### src/rtl/mbist_march_ctrl.sv
// mbist_march_ctrl: March C- self-test sequencer for a single-port RAM.
// Issues one RAM op per cycle, compares read data, logs first failure.
module mbist_march_ctrl #(
   parameter int AW     = 6,
   parameter int DW     = 8,
   parameter int RD_LAT = 1,
   parameter int NUM_BG = 1
) (
   input  logic          clk,
   input  logic          rst_n,
   input  logic          start,
   input  logic          abort,
   output logic          mem_cs,
   output logic          mem_rwbar,
   output logic [AW-1:0] mem_addr,
   output logic [DW-1:0] mem_wdata,
   input  logic [DW-1:0] mem_rdata,
   output logic          busy,
   output logic          done,
   output logic          fail,
   output logic [AW-1:0] fail_addr,
   output logic [2:0]    fail_elem,
   output logic [1:0]    fail_bg,
   output logic [7:0]    err_cnt
);

   localparam logic [1:0] BG_LAST  = 2'(NUM_BG - 1);
   localparam logic [1:0] DRN_INIT = 2'(RD_LAT - 1);

   typedef enum logic [1:0] {
      S_IDLE,
      S_RUN,
      S_DRAIN,
      S_DONE
   } state_t;

   typedef struct packed {
      logic [DW-1:0] exp;
      logic [AW-1:0] addr;
      logic [2:0]    elem;
      logic [1:0]    bg;
   } cmp_t;

   state_t            state_q, state_d;
   logic [2:0]        elem_q, elem_d;
   logic              ph_q, ph_d;
   logic [AW-1:0]     addr_q, addr_d;
   logic [1:0]        bg_q, bg_d;
   logic [1:0]        drn_q, drn_d;
   logic              cs_q, cs_d;
   logic              rw_q, rw_d;
   logic [DW-1:0]     wd_q, wd_d;
   logic              busy_q, busy_d;
   logic              done_q, done_d;
   logic              fail_q, fail_d;
   logic [AW-1:0]     faddr_q, faddr_d;
   logic [2:0]        felem_q, felem_d;
   logic [1:0]        fbg_q, fbg_d;
   logic [7:0]        ecnt_q, ecnt_d;
   logic [RD_LAT-1:0] pv_q, pv_d;
   cmp_t              pe_q [RD_LAT];
   cmp_t              pe_d [RD_LAT];

   logic              op_end;
   logic              down;
   logic              addr_end;
   logic              last_op;
   logic [2:0]        n_elem;
   logic              n_ph;
   logic [AW-1:0]     n_addr;
   logic [1:0]        n_bg;
   logic              miscmp;

   function automatic logic [DW-1:0] bg_pat(input logic [1:0] b);
      logic [DW-1:0] p;
      p = '0;
      for (int i = 0; i < DW; i++) begin
         case (b)
            2'd0:    p[i] = 1'b0;
            2'd1:    p[i] = (i % 2) == 0;
            2'd2:    p[i] = ((i / 2) % 2) == 0;
            default: p[i] = ((i / 4) % 2) == 0;
         endcase
      end
      return p;
   endfunction

   // M1 and M3 write the inverse background, the rest write it true
   function automatic logic [DW-1:0] wr_data(input logic [2:0] e,
                                             input logic [1:0] b);
      return (e == 3'd1 || e == 3'd3) ? ~bg_pat(b) : bg_pat(b);
   endfunction

   // M2 and M4 expect the inverse background, the rest expect it true
   function automatic logic [DW-1:0] rd_exp(input logic [2:0] e,
                                            input logic [1:0] b);
      return (e == 3'd2 || e == 3'd4) ? ~bg_pat(b) : bg_pat(b);
   endfunction

   // Step the march order one op past the op now on the bus
   always_comb begin
      op_end   = (elem_q == 3'd0) || (elem_q == 3'd5) || ph_q;
      down     = elem_q >= 3'd3;
      addr_end = down ? (addr_q == '0) : (addr_q == '1);
      last_op  = (elem_q == 3'd5) && addr_end && (bg_q == BG_LAST);
      n_elem   = elem_q;
      n_ph     = 1'b0;
      n_addr   = addr_q;
      n_bg     = bg_q;
      if (!op_end) begin
         n_ph = 1'b1;
      end else if (!addr_end) begin
         n_addr = down ? addr_q - AW'(1) : addr_q + AW'(1);
      end else if (elem_q == 3'd5) begin
         n_elem = 3'd0;
         n_bg   = bg_q + 2'd1;
         n_addr = '0;
      end else begin
         n_elem = elem_q + 3'd1;
         n_addr = (elem_q >= 3'd2) ? '1 : '0;
      end
   end

   // Sequencer state, registered RAM outputs and the compare pipeline
   always_comb begin
      state_d = state_q;
      elem_d  = elem_q;
      ph_d    = ph_q;
      addr_d  = addr_q;
      bg_d    = bg_q;
      drn_d   = drn_q;
      cs_d    = 1'b0;
      rw_d    = 1'b0;
      wd_d    = '0;
      busy_d  = busy_q;
      done_d  = done_q;
      fail_d  = fail_q;
      faddr_d = faddr_q;
      felem_d = felem_q;
      fbg_d   = fbg_q;
      ecnt_d  = ecnt_q;

      pv_d[0]      = cs_q & rw_q;
      pe_d[0].exp  = rd_exp(elem_q, bg_q);
      pe_d[0].addr = addr_q;
      pe_d[0].elem = elem_q;
      pe_d[0].bg   = bg_q;
      for (int i = 1; i < RD_LAT; i++) begin
         pv_d[i] = pv_q[i-1];
         pe_d[i] = pe_q[i-1];
      end

      miscmp = pv_q[RD_LAT-1] && !abort &&
               (mem_rdata != pe_q[RD_LAT-1].exp);
      if (miscmp) begin
         fail_d = 1'b1;
         if (ecnt_q != 8'hFF) begin
            ecnt_d = ecnt_q + 8'd1;
         end
         if (!fail_q) begin
            faddr_d = pe_q[RD_LAT-1].addr;
            felem_d = pe_q[RD_LAT-1].elem;
            fbg_d   = pe_q[RD_LAT-1].bg;
         end
      end

      case (state_q)
         S_IDLE, S_DONE: begin
            if (start) begin
               state_d = S_RUN;
               elem_d  = 3'd0;
               ph_d    = 1'b0;
               addr_d  = '0;
               bg_d    = 2'd0;
               cs_d    = 1'b1;
               wd_d    = bg_pat(2'd0);
               busy_d  = 1'b1;
               done_d  = 1'b0;
               fail_d  = 1'b0;
               faddr_d = '0;
               felem_d = 3'd0;
               fbg_d   = 2'd0;
               ecnt_d  = 8'd0;
            end
         end
         S_RUN: begin
            if (last_op) begin
               state_d = S_DRAIN;
               drn_d   = DRN_INIT;
               elem_d  = 3'd0;
               ph_d    = 1'b0;
               addr_d  = '0;
               bg_d    = 2'd0;
            end else begin
               elem_d = n_elem;
               ph_d   = n_ph;
               addr_d = n_addr;
               bg_d   = n_bg;
               cs_d   = 1'b1;
               rw_d   = (n_elem != 3'd0) && !n_ph;
               wd_d   = rw_d ? '0 : wr_data(n_elem, n_bg);
            end
         end
         S_DRAIN: begin
            if (drn_q == 2'd0) begin
               state_d = S_DONE;
               busy_d  = 1'b0;
               done_d  = 1'b1;
            end else begin
               drn_d = drn_q - 2'd1;
            end
         end
         default: state_d = S_IDLE;
      endcase

      if (abort) begin
         state_d = S_IDLE;
         elem_d  = 3'd0;
         ph_d    = 1'b0;
         addr_d  = '0;
         bg_d    = 2'd0;
         drn_d   = 2'd0;
         cs_d    = 1'b0;
         rw_d    = 1'b0;
         wd_d    = '0;
         busy_d  = 1'b0;
         done_d  = 1'b0;
         pv_d    = '0;
      end
   end

   // State and output registers, cleared asynchronously
   always_ff @(posedge clk or negedge rst_n) begin
      if (!rst_n) begin
         state_q <= S_IDLE;
         elem_q  <= 3'd0;
         ph_q    <= 1'b0;
         addr_q  <= '0;
         bg_q    <= 2'd0;
         drn_q   <= 2'd0;
         cs_q    <= 1'b0;
         rw_q    <= 1'b0;
         wd_q    <= '0;
         busy_q  <= 1'b0;
         done_q  <= 1'b0;
         fail_q  <= 1'b0;
         faddr_q <= '0;
         felem_q <= 3'd0;
         fbg_q   <= 2'd0;
         ecnt_q  <= 8'd0;
         pv_q    <= '0;
         for (int i = 0; i < RD_LAT; i++) begin
            pe_q[i] <= '0;
         end
      end else begin
         state_q <= state_d;
         elem_q  <= elem_d;
         ph_q    <= ph_d;
         addr_q  <= addr_d;
         bg_q    <= bg_d;
         drn_q   <= drn_d;
         cs_q    <= cs_d;
         rw_q    <= rw_d;
         wd_q    <= wd_d;
         busy_q  <= busy_d;
         done_q  <= done_d;
         fail_q  <= fail_d;
         faddr_q <= faddr_d;
         felem_q <= felem_d;
         fbg_q   <= fbg_d;
         ecnt_q  <= ecnt_d;
         pv_q    <= pv_d;
         for (int i = 0; i < RD_LAT; i++) begin
            pe_q[i] <= pe_d[i];
         end
      end
   end

   assign mem_cs    = cs_q;
   assign mem_rwbar = rw_q;
   assign mem_addr  = addr_q;
   assign mem_wdata = wd_q;
   assign busy      = busy_q;
   assign done      = done_q;
   assign fail      = fail_q;
   assign fail_addr = faddr_q;
   assign fail_elem = felem_q;
   assign fail_bg   = fbg_q;
   assign err_cnt   = ecnt_q;

endmodule
### config.mk
export PLATFORM = sky130hd
export DESIGN_NAME = mbist_march_ctrl
export DESIGN_NICKNAME = d
export VERILOG_FILES = /design/src/rtl/mbist_march_ctrl.sv
export SDC_FILE = /design/constraint.sdc
export NUM_CORES = 1
export LEC_CHECK = 0
export CAP_MARGIN = 0
export CORE_MARGIN = 4
export CORE_UTILIZATION = 55
export DETAILED_ROUTE_END_ITERATION = 8
export PLACE_DENSITY_LB_ADDON = 0.3
export SYNTH_ARGS = -nofsm -noshare
export SYNTH_HDL_FRONTEND = slang
export SYNTH_SLANG_ARGS = --single-unit
export TNS_END_PERCENT = 50
### constraint.sdc
create_clock -name clk -period 7.8 [get_ports clk]
set_input_delay 1.17 -clock clk [delete_from_list [all_inputs] [get_ports clk]]
set_output_delay 1.17 -clock clk [all_outputs]
set_load 0.005 [all_outputs]
* Word level (Yosys, flattened, before mapping)
Index checks and enable logic that the tools add are counted.
** Storage, ports and cells
- Logic and storage cells :: 194
- Input bits :: 12
- ROM bits :: 0
- Output and inout port bits :: 38
- Bits in writable memories :: 0
- Flip-flop bits (word level) :: 68
- Latch bits :: 0
- Memories kept :: 0
** Operators by class
- Reduce and logical (&&, ||, !) cells :: 34
- Bitwise logic cells :: 3
- Muxes and demuxes :: 108
- Shift-type cells :: 0
- Order comparisons :: 2
- Eq/ne operators :: 20
- Add/sub/neg operators :: 6
- Divide/modulo/power cells :: 0
- Multipliers :: 0
** Operators by type and width (number)
- $mux W8 :: 10
- $mux W6 :: 12
- $mux W1 :: 50
- $mux W2 :: 17
- $mux W3 :: 10
- $reduce_or A2 Y1 :: 7
- $ne A3 B3 Y1 const B :: 4
- $pmux W6 S2 :: 1
- $reduce_and A3 Y1 :: 4
- $reduce_bool A3 Y1 :: 4
- $add A8 B1 Y8 const B :: 1
- $eq A2 B2 Y1 const B :: 4
- $logic_not A2 Y1 :: 4
- $ne A8 B8 Y1 :: 1
- $ne A8 B8 Y1 const B :: 1
- $not A7 Y8 :: 1
- $not A8 Y8 :: 1
- $pmux W1 S2 :: 4
- $pmux W2 S2 :: 2
- $add A6 B1 Y6 const B :: 1
- $eq A2 B1 Y1 const B :: 3
- $eq A3 B2 Y1 const B :: 2
- $eq A3 B3 Y1 const B :: 2
- $eq A6 B6 Y1 const B :: 1
- 17 further kinds :: 26

* Logic depth before layout (Yosys ltp)
- Word-level depth :: 15
- Depth in mapped cells :: 12
- Mapped depth without buffers :: 11

* Least setup slack after synthesis
No wires, ideal clock.
- Kind :: register to register
- Start :: register elem_q[0]
- End :: register addr_q[5], in the netlist mem_addr[5]
- Period minus slack after synthesis :: 2.654 ns
- Setup slack :: 5.146 ns
- Arrival time :: 2.584 ns
- Setup time :: 0.069 ns
- Path buffers :: 1
- Cell stages (with the launch flop) :: 12
- Data required time :: 7.731 ns
- Path through :: dfrtp_1 clkbuf_1 and2_1 ha_1 a211o_1 ha_1 a211oi_1 o21bai_1 or3_1 a21oi_1 o21ai_0 nand3_1
** On the way
- Longest elaborated chain between the ends :: 8
- Elaborated cells on any way between the ends :: 19
- Those cells by class :: order compare: 2; eq/ne: 2; mux: 9; reduce/logical: 6
** RTL lines
- start, declared :: RTL line 45 : logic [2:0] elem_q, elem_d;
- start signal, assigned :: RTL line 257 : elem_q <= elem_d;
- $ge A3 B2 Y1 :: RTL line 120 : n_addr = (elem_q >= 3'd2) ? '1 : '0;
- $mux W6 :: RTL line 120
- $mux W6 :: RTL line 114 : end else if (elem_q == 3'd5) begin
- $mux W6 :: RTL line 112 : end else if (!addr_end) begin
- $mux W6 :: RTL line 110 : if (!op_end) begin
- $mux W6 :: RTL line 187 : if (last_op) begin
- $pmux W6 S2 :: RTL line 167 : case (state_q)
- $mux W6 :: RTL line 216 : if (abort) begin
- end signal, assigned :: RTL line 259 : addr_q <= addr_d;
- end, declared :: RTL line 47 : logic [AW-1:0] addr_q, addr_d;
Parallel ways exist; a longest one is shown, timed or not. The select of a mux whose other input is x is not followed.
A chain may end at the register's enable or synchronous reset.

* Final worst setup path
- Start :: input abort
- End :: register fbg_q[0], in the netlist fail_bg[0]
** On the way
- Longest elaborated chain between the ends :: 6
** RTL lines
- start, declared :: RTL line 12 : input logic abort,
- $logic_not A1 Y1 (*) :: RTL line 153 : miscmp = pv_q[RD_LAT-1] && !abort &&
- $logic_and A1 B1 Y1 (*) (2 in series) :: RTL line 153
- $mux W2 (*) :: RTL line 155 : if (miscmp) begin
- $mux W2 :: RTL line 169 : if (start) begin
- $mux W2 (*) :: RTL line 167
- net fbg_d[0] :: RTL line 58 : logic [1:0] fbg_q, fbg_d;
- end signal, assigned :: RTL line 270 : fbg_q <= fbg_d;
- end, declared :: RTL line 58
The timed path passes the listed nets; every way through them passes the cells marked *.

==> run summary <==
Status = finished clean
Drt wl/cell = 14.8 µm
First-pass GRT wire length = 11.5 mm
Synth Warn # = 0
Nets@finish = 408
Combinational Power Share = 21.5%
Synthesized cell area = 0.00350 mm²
Fin crit period = 3.51 ns
CTS tree = done
Total negative slack = 0 ns
DRC = 0
Switch share = 29.9%
Final Skew = 0.00770 ns
H-Tree Depth = 3
I/O Buffers = 49
Clk slew on worst S/H paths = 0.07 ns
Post-synth EDFFs = 0
Pins Over Slew Limit = 0
DRT antenna net count = 0
Vias in the first global route = 2466
Slew Limit Headroom = 21.4%
Register share of total power = 45.9%
Max-Cap Viols = 0
RSZ-0062 raised after global routing = false
Max Freq = 0.285 GHz
Worst Setup Path Type = input pin to flip-flop
Nature of the critical path startpoint = input pin
Most frequent cells after synthesis = 68 x dfrtp_1, 45 x nor2_1, 25 x xor2_1, 18 x ha_1
Psw = 252 µW
Largest net degree at the start of global routing = 69
FILL cells = 432
Clk_lat worst skew = 0.34 ns
Fin crit share = 45.0%
Synth area leaders = dfrtp_1 49%, ha_1 6.4%, xor2_1 6.3%
Rows = 28
Register bit count reported by yosys = 68
Antenna violations before repair = 0
Final Util = 69.0%
GRT Util Overall = 19.3%
Cts repair resizes = 0
Final wirelength = 6.74 mm
Clock Root Buffer = clkbuf_8
Worst slew pin tran = 1.18 ns
Initial drt markers = 97
Die W = 87.8 µm
Num CTS Buffers = 9
Diodes inserted = 0
Post-synth top area share = 48.6%
Maximum VDD drop = 0.173 mV
Internal = 590 µW
Ports = 50
Pwr Total = 842 µW
GP Congestion = 0.838
Initial core utilization = 57.8%
Area leader, netlist = dfrtp_1
PwrDens = 201 mW/mm²
Layout cells sized above 1 = 6.81%
Register area share after synthesis = 48.6%
Endpoints failing setup = 0
Final WS setup = 4.29 ns
Clock power share = 32.6%
CP Data Required Time = 7.99 ns
Fin. Hold Viols = 0
Synth-to-Final Area Change = 19.5%
Height of the die = 87.8 µm
Hold-fix buffers at CTS = 0
Pre-CTS setup slack = 3.96 ns
Core area = 0.00606 mm²
Clock sink count = 68
Vias = 2511
Post-CTS setup buffer count = 0
Hpwl dp = 4.80 mm
Cells after Synth = 331
Asr flop ratio synth = 100%
Predominant post-synthesis flop cell = dfrtp_1
Die area = 0.00771 mm²
Clock buffer depth = 2
Pleak = 0.00198 µW
Cell with the most instances after synthesis = dfrtp_1
Worst setup EP type = flip-flop
Synth Net Count = 362
Critical path peak fanout = 14
Total gr overflow = 0
WHS = 0.465 ns
First-pass DRT Iterations = 4
Library cells used by synthesis = 49
Syn Area/Cell = 10.6 µm²
Via density = 5.49
Crit path DAT = 3.70 ns
Worst Hold Class = flip-flop to flip-flop
[final cells by class]
cell class / instances / area (µm²) / share of cell area (%)
sequential: 68 / 1700 / 40.7
multi-input combinational: 232 / 1650 / 39.5
timing repair buffer: 50 / 493 / 11.8
clock buffer: 11 / 131 / 3.14
tap: 75 / 93.8 / 2.24
inverter: 16 / 60.1 / 1.44
clock inverter: 5 / 52.6 / 1.26
[cell usage in the layout, fill, tap and decap left out, drive strengths merged, types with 16 or more instances in the layout]
master,count
inv,16
nor2,45
mux2i,16
xor2,25
clkdlybuf4s50,48
ha,18
nand2,16
dfrtp,68
[path summary, 6_finish.rpt]
check	slack (ns)	from	to	cells after the start
setup reg to reg	4.91	elem_q[0]$_DFFE_PN0P_	mem_addr[5]$_DFFE_PN0P_	10
max in group asynchronous	6.25	rst_n	pe_q[10]$_DFF_PN0_	2
hold reg to reg	0.46	bg_q[1]$_DFFE_PN0P_	pe_q[1]$_DFF_PN0_	0
min in group asynchronous	1.02	rst_n	pe_q[11]$_DFF_PN0_	2
hold / removal	0.46	bg_q[1]$_DFFE_PN0P_	pe_q[1]$_DFF_PN0_	0
setup / recovery	4.29	abort	fail_bg[0]$_DFF_PN0_	6
[sequential cells by signal (all words and copies together), names as in the netlist, 2 cells and up]
signal / count
bg_q: 2
mem_addr: 6
mem_wdata: 8
elem_q: 3
drn_q: 2
pe_q: 19
fail_addr: 6
fail_elem: 3
err_cnt: 8
state_q: 2
fail_bg: 2
[through the flow]
stage / area (µm²) / cells
global route: 4180 / 457
detailed placement: 4000 / 441
finish: 4180 / 457
floorplan: 3500 / 331
CTS: 4180 / 457
global placement: 4000 / 441
[kinds of logic (layout without fill, tap and decap cells)]
| family | count (synthesis) | after routing | share of synthesized area (%) |
|---|---|---|---|
| fa+ha+maj | 19 | 19 | 7.00 |
| flops | 68 | 68 | 48.6 |
| mux | 17 | 17 | 5.25 |
| xor+xnor | 32 | 32 | 8.22 |
| compound gates | 53 | 53 | 11.0 |
| buf+inv | 31 | 82 | 4.25 |
| simple gates | 111 | 111 | 15.7 |
[power by group through the flow]
stage	combinational [µW]	sequential, µW	clock, µW
6_report	181	386	275
5_1_grt	202	389	297
4_1_cts	180	386	280
3_5_place_dp	180	392	0
3_3_place_gp	176	391	0
2_1_floorplan	134	387	0
[per-layer routing]
layer,global-route usage [%],share of wire [%]
met1,24.0,45
met2,31.6,49
met5,0,0
met3,6.59,4.4
met4,6.42,1.4
[critical path: stages]
cell	delay, ns
clkdlybuf4s50_1	0.63
nand2b_1	0.30
a21oi_1	0.26
nor2b_1	0.97
mux2i_1	0.30
nor2_1	0.06
Note: power is estimated with default switching activity, not from simulation.
